File: src/rtl/parking_lot_ctrl.sv
`default_nettype none
// +----------------------------------------------------------------------------+
// | parking_lot_ctrl: BCD occupancy/free counters, error flags, timed gate.    |
// | Rev 1.0                                                                    |
// +----------------------------------------------------------------------------+
module parking_lot_ctrl #(
  parameter int CAPACITY = 99,
  parameter int GATE_CYC = 100000000
) (
  input  logic        clk,
  input  logic        reset,
  input  logic        enter_tick,
  input  logic        exit_tick,
  input  logic        gate_req,
  input  logic        clr_err,
  output logic [11:0] occ_bcd,
  output logic [11:0] free_bcd,
  output logic        full,
  output logic        empty,
  output logic        gate_open,
  output logic        err_over,
  output logic        err_under
);
  localparam int TMR_W = (GATE_CYC > 1) ? $clog2(GATE_CYC) : 1;
  localparam logic [11:0] CAP_BCD = {4'(CAPACITY / 100), 4'((CAPACITY / 10) % 10),
                                     4'(CAPACITY % 10)};
  localparam logic [TMR_W-1:0] TMR_LOAD = TMR_W'(GATE_CYC - 1);
  localparam logic [TMR_W-1:0] TMR_ONE  = TMR_W'(1);

  typedef enum logic [0:0] {ST_CLOSED = 1'b0, ST_OPEN = 1'b1} state_t;

  state_t           state_q, state_d;
  logic [TMR_W-1:0] timer_q, timer_d;
  logic [11:0]      occ_q, occ_d, free_q, free_d;
  logic             err_over_q, err_over_d, err_under_q, err_under_d;
  logic             inc_w, dec_w, over_w, under_w;

  function automatic logic [11:0] bcd_inc(input logic [11:0] v);
    logic [11:0] r;
    logic        c;
    r = v;
    c = 1'b1;
    for (int i = 0; i < 3; i++) begin
      if (c) begin
        if (v[4*i +: 4] == 4'd9) begin
          r[4*i +: 4] = 4'd0;
        end else begin
          r[4*i +: 4] = v[4*i +: 4] + 4'd1;
          c = 1'b0;
        end
      end
    end
    return r;
  endfunction

  function automatic logic [11:0] bcd_dec(input logic [11:0] v);
    logic [11:0] r;
    logic        b;
    r = v;
    b = 1'b1;
    for (int i = 0; i < 3; i++) begin
      if (b) begin
        if (v[4*i +: 4] == 4'd0) begin
          r[4*i +: 4] = 4'd9;
        end else begin
          r[4*i +: 4] = v[4*i +: 4] - 4'd1;
          b = 1'b0;
        end
      end
    end
    return r;
  endfunction

  assign full      = (occ_q == CAP_BCD);
  assign empty     = (occ_q == 12'h000);
  assign occ_bcd   = occ_q;
  assign free_bcd  = free_q;
  assign gate_open = (state_q == ST_OPEN);
  assign err_over  = err_over_q;
  assign err_under = err_under_q;

  // Simultaneous enter and exit cancel out, so neither counts nor flags.
  assign inc_w   = enter_tick & ~exit_tick & ~full;
  assign over_w  = enter_tick & ~exit_tick &  full;
  assign dec_w   = exit_tick & ~enter_tick & ~empty;
  assign under_w = exit_tick & ~enter_tick &  empty;

  always_comb begin
    occ_d       = occ_q;
    free_d      = free_q;
    err_over_d  = (clr_err ? 1'b0 : err_over_q)  | over_w;
    err_under_d = (clr_err ? 1'b0 : err_under_q) | under_w;
    if (inc_w) begin
      occ_d  = bcd_inc(occ_q);
      free_d = bcd_dec(free_q);
    end else if (dec_w) begin
      occ_d  = bcd_dec(occ_q);
      free_d = bcd_inc(free_q);
    end
  end

  always_comb begin
    state_d = state_q;
    timer_d = timer_q;
    case (state_q)
      ST_CLOSED: begin
        if (gate_req && !full) begin
          state_d = ST_OPEN;
          timer_d = TMR_LOAD;
        end
      end
      ST_OPEN: begin
        if (enter_tick || timer_q == '0) begin
          state_d = ST_CLOSED;
        end else begin
          timer_d = timer_q - TMR_ONE;
        end
      end
      default: state_d = ST_CLOSED;
    endcase
  end

  always_ff @(posedge clk or posedge reset) begin
    if (reset) begin
      state_q     <= ST_CLOSED;
      timer_q     <= '0;
      occ_q       <= 12'h000;
      free_q      <= CAP_BCD;
      err_over_q  <= 1'b0;
      err_under_q <= 1'b0;
    end else begin
      state_q     <= state_d;
      timer_q     <= timer_d;
      occ_q       <= occ_d;
      free_q      <= free_d;
      err_over_q  <= err_over_d;
      err_under_q <= err_under_d;
    end
  end
endmodule
`default_nettype wire
File: config.mk
export PLATFORM = sky130hd
export DESIGN_NAME = parking_lot_ctrl
export DESIGN_NICKNAME = d
export VERILOG_FILES = /design/src/rtl/parking_lot_ctrl.sv
export SDC_FILE = /design/constraint.sdc
export NUM_CORES = 1
export LEC_CHECK = 0
export ABC_CLOCK_PERIOD_IN_PS = 2770
export BUFFER_PORTS_ARGS = -buffer_cell sky130_fd_sc_hd__buf_2
export CAP_MARGIN = 5
export CORE_MARGIN = 2
export CORE_UTILIZATION = 50
export CTS_CLUSTER_SIZE = 14
export DETAILED_ROUTE_END_ITERATION = 8
export PLACE_DENSITY_LB_ADDON = 0.1
export SKIP_LAST_GASP = 1
export SLEW_MARGIN = 15
export SYNTH_ARGS = -nofsm -noshare
export SYNTH_HDL_FRONTEND = slang
export SYNTH_SLANG_ARGS = --single-unit
File: constraint.sdc
create_clock -name clk -period 2.77 [get_ports clk]
set_input_delay 0.1385 -clock clk [delete_from_list [all_inputs] [get_ports clk]]
set_output_delay 0.1385 -clock clk [all_outputs]
set_load 0.01 [all_outputs]
# --- Word-level counts from Yosys, hierarchy flattened ---
# Cells that the tools add are included.
classes:
  bitwise: 13
  addsub: 13
  eq_ne: 13
  mux: 56
  n_reduce_logical: 21
ops:
  columns: ["op", "n"]
  rows:
  - ["2-to-1 mux 4 bit", 20]
  - ["2-to-1 mux 27 bit", 2]
  - ["one-hot mux 27 bit (2 select lines)", 1]
  - ["2-to-1 mux 12 bit", 4]
  - ["2-to-1 mux 1 bit", 28]
  - ["zero test 27 bit", 1]
  - ["subtractor 27 x 1 -> 27 bit (second input constant)", 1]
  - ["adder 4 x 1 -> 4 bit (second input constant)", 6]
  - ["== test 4 bit (second input constant)", 6]
  - ["zero test 4 bit", 6]
  - ["subtractor 4 x 1 -> 4 bit (second input constant)", 6]
  - ["== test 12 x 8 -> 1 bit (second input constant)", 1]
  - ["zero test 12 bit", 1]
  - ["AND reduction 3 bit", 4]
  - ["nonzero test 2 bit", 5]
  - ["inequality test 2 x 1 -> 1 bit (second input constant)", 4]
  - ["AND 1 bit", 6]
  - ["inverter 1 bit", 5]
  - ["inequality test 2 bit (second input constant)", 2]
  - ["OR 1 bit", 2]
  - ["one-hot mux 1 bit (2 select lines)", 1]
  - ["AND reduction 2 bit", 1]
  - ["logical AND 1 bit", 1]
  - ["zero test 1 bit", 1]
  - ["logical OR 1 bit", 1]
word_totals:
  output_inout_bits: 29
  ff_bits: 54
  word_cells: 126
  input_bits: 6

# --- Logic depth before layout (Yosys ltp) ---
depth:
  depth_word: 11
  ltp_mapped: 8
  mapped_depth_nobuf: 7

# --- Worst setup path after synthesis ---
# Ideal clock, no wire load.
synth_path:
  kind: "reg-to-reg"
  from: "reg timer_q[13]"
  to: "reg timer_q[2]"
  setup_time_ns: 0.128
  t_required_ns: 2.642
  n_path_buf: 1
  setup_slack_ns: 0.420
  path_stages_with_launch: 7
  arrival_ns: 2.222
  period_less_slack_ns: 2.350
  path_cell_list: "dfrtp_1 -> or4_4 -> or4_4 -> o31a_4 -> buf_6 -> a211oi_1 -> a31oi_1"
synth_via:
  elab_chain_cells: 4
synth_rtl:
  columns: ["element", "line", "rtl"]
  rows:
  - ["from (decl)", "33", "logic [TMR_W-1:0] timer_q, timer_d;"]
  - ["from (signal assigned)", "133", "timer_q <= timer_d;"]
  - ["zero test 27 bit", "113", "if (enter_tick || timer_q == '0) begin"]
  - ["logical OR 1 bit", "113", null]
  - ["inequality test 2 bit (no source line)", null, null]
  - ["AND reduction 2 bit (no source line)", null, null]
# Every way passes these cells.
# A chain may end at the register's enable or synchronous reset.

# --- Worst setup path after layout ---
layout_path:
  from: "reg timer_q[13]"
  to: "reg timer_q[9]"
# The elaborated chain is that of the path after synthesis.

==> flow_summary.yaml <==
synth:
  synth_edf_count: 0
  syn_nets: 416
  yosys.area.top_type_share: 0.356
  yosys_warnings: 0
  avgSynthCellArea_um2: 8.60
  yosysTopAreaCell: "dfrtp_1"
  yosysSeqAreaShare: 0.386
  synthTopCellsByArea: "dfrtp_1 36%, o21ai_0 4.3%, nor2_1 3.6%"
  ys_async_sr_fraction: 1.00
  ys_types: 63
  synth_ff_type: "dfrtp_1"
  syn_area_um2: 3520
  synth_cells: 409
  ys_seq_elements: 54
timing:
  period_needed_ps: 2480
  finalWorstSetupSlack_ps: 292
  hold_viol: 0
  drv_slew: 0
  max_slew_margin: 0.346
  rsz0062_at_grt: "false"
  final.setup.tns_ps: 0
  setup_viol: 0
  fin_crit_sh: 0.895
  skew_ps: 4.22
  fmax_mhz: 404
  tightest_slew_ps: 977
drt:
  drt-vias-per-instance: 5.87
  drtIter0Drc: 198
  wl_per_cell_um: 15.0
  drc: 0
  dr.pass1.iters: 4
  via_count: 3101
  detail-route-antenna-nets: 0
  finalWirelength_um: 7910
placement:
  gp_congestion: 0.798
  io_buffers: 34
  dpl.hpwl_um: 5660
  dpl_worst_slack_ps: 311
cts:
  clock_path_buffers: 2
  clockRootBuffer: "clkbuf_8"
  clock_latency_ps: 300
  cts_max_level: 2
  post_cts_resized: 0
  cts_made_buffers: 5
  numClockSinks: 54
  cts_tree: "yes"
  clk_pin_slew_ps: 90
die:
  top_level_ports: 35
  initial_utilization: 0.518
  row_count: 30
  dieArea_um2: 7720
  die_w_um: 87.9
  die_h_um: 87.9
  core_area_um2: 6790
final_layout:
  num-nets-final: 438
  areaGrowthSynthToFinish_pct: 10.2
  postLayoutCoreUtil: 0.571
  drive_gt1_frac: 0.167
  antenna_cells: 0
critical_path:
  crit_required_ps: 3010
  r2r_slack_ps: 290
  reg2reg_from: "timer_q[13]"
  cp_data_arrival_time_ps: 2720
  reg2reg_to: "timer_q[9]"
  worst_path_max_delay_cell: "or4_4"
  path_buf_inv: 0
  crit_top_cell: "or4_4"
  rr_worst_depth: 5
  max_stage_delay_ps: 580
  crit_type: "flip-flop to flip-flop"
  path_cells: "or4_4 > or4_4 > o31a_4 > mux2_4 > o21ai_2"
  start_kind: "flip-flop"
  critPathCaptureType: "flip-flop"
  cp_num_cells: 5
  crit_family: "simple AND/OR/NAND/NOR gates"
  critical_path.max_fanout: 22
global_routing:
  grt_overflow: 0
  antenna_found_initial: 0
  globalRouteTotalUtil: 0.223
  grt_start_max_net_pins: 31
  grt_pass1_vias: 2971
  grt_pass1_wl_um: 14000
power_and_ir_drop:
  peakVddDrop_v: 0.000398
  powerDensity_nw_per_um2: 728
  p_leak_nw: 1.49
worst_hold_path:
  min_path_cells: 2
  hp-class: "input pin to flip-flop"
  worstHoldEndpoint: "err_over"
  hp-start: "clr_err"
run:
  drv_cap: 0
run_status:
  status: "completed"
-- cell type report --
cell class	instances	area, µm²
fillers	642	2920
clock buffers	7	76.3
repair buffers	47	270
inverters	9	33.8
well taps	96	120
multi-input cells	314	1990
clock inverters	1	30.0
flip-flops and latches	54	1360
-- kinds of logic (layout without fill, tap and decap cells) --
kind of cell	count (synthesis)	after routing	share of synthesized area
compound gates	107	107	0.207
xor+xnor	16	16	0.0398
fa+ha+maj	1	1	0.00356
buf+inv	41	64	0.0505
flops	54	54	0.386
mux	8	8	0.0245
simple gates	182	182	0.289
-- flip-flops by register name (all words and copies together) (netlist names) --
register	cells
timer_q	27
gate_open	1
err_over	1
occ_bcd	12
free_bcd	12
err_under	1
-- worst register-to-register path, stage by stage (launching register included) --
cell,delay (ps)
dfrtp_1,440
or4_4,570
or4_4,580
o31a_4,400
mux2_4,330
o21ai_2,100
-- timing repair --
action                                 in CTS  in global routing
setup buffers                               0                  0
hold buffers                                1                  0
endpoints found under the hold margin      27                  0
-- cell usage in the layout, fill, tap and decap left out, types with 3 or more instances in the layout --
master	instances
dfrtp_1	50
nor2_1	34
buf_2	34
o21ai_0	29
nand3_1	25
nand2_1	23
nand2b_1	14
xnor2_1	14
nor3_1	13
or3_1	13
a31oi_1	13
o31ai_1	12
buf_4	12
a21oi_1	11
nor2b_1	9
or4_1	8
nor4_1	8
inv_1	8
mux2i_1	6
and2_1	5
nand4_1	5
clkbuf_8	5
or2_2	4
and3_1	4
nand4b_1	4
o311ai_0	4
o211ai_1	4
a211oi_1	4
dfstp_2	4
o22ai_1	3
a22oi_1	3
-- worst max-delay path by stage --
stage	from	end	slack [ps]
floorplan	timer_q[13]	timer_q[2]	420
global placement	timer_q[13]	timer_q[9]	340
detailed placement	timer_q[13]	timer_q[9]	310
CTS	timer_q[13]	timer_q[9]	290
global route	occ_bcd[5]	free_bcd[2]	90
finish	timer_q[13]	timer_q[9]	290
-- metrics by stage --
| step | std cells | power, W | hold WS, ps | area (µm²) |
|---|---|---|---|---|
| 2_1_floorplan | 409 | 0.00200 | 232 | 3520 |
| 3_3_place_gp | 519 | 0.00229 | 265 | 3760 |
| 3_5_place_dp | 519 | 0.00231 | 278 | 3760 |
| 4_1_cts | 528 | 0.00284 | 29.0 | 3880 |
| 5_1_grt | 528 | 0.00307 | 15.5 | 3880 |
| 6_report | 528 | 0.00282 | 31.7 | 3880 |
-- cells in the mapped netlist, types with 8 or more instances --
cell / count
clkbuf_1: 23
nor3_1: 13
a21oi_1: 11
or3_1: 13
o31ai_1: 12
nor2_1: 34
dfrtp_1: 50
nor4_1: 8
nand2_1: 23
nor2b_1: 9
a31oi_1: 14
nand3_1: 25
or4_1: 8
inv_1: 9
o21ai_0: 30
nand2b_1: 14
xnor2_1: 14
-- per-layer routing --
metal,share of wire,wire [µm],up-vias,global-route usage
li1,-,-,1561,-
met1,0.47,3740,1490,0.303
met2,0.49,3900,43,0.382
met3,0.023,182,7,0.0292
met4,0.010,80,0,0.0462
met5,0,0,-,0
-- power by group --
group	internal (W)	total [W]	switching, W
clock network	0.000271	0.000528	0.000257
registers	0.000950	0.00127	0.000320
logic	0.000499	0.00102	0.000524
total	0.00172	0.00282	0.00110
(Power assumes the default switching activity.)
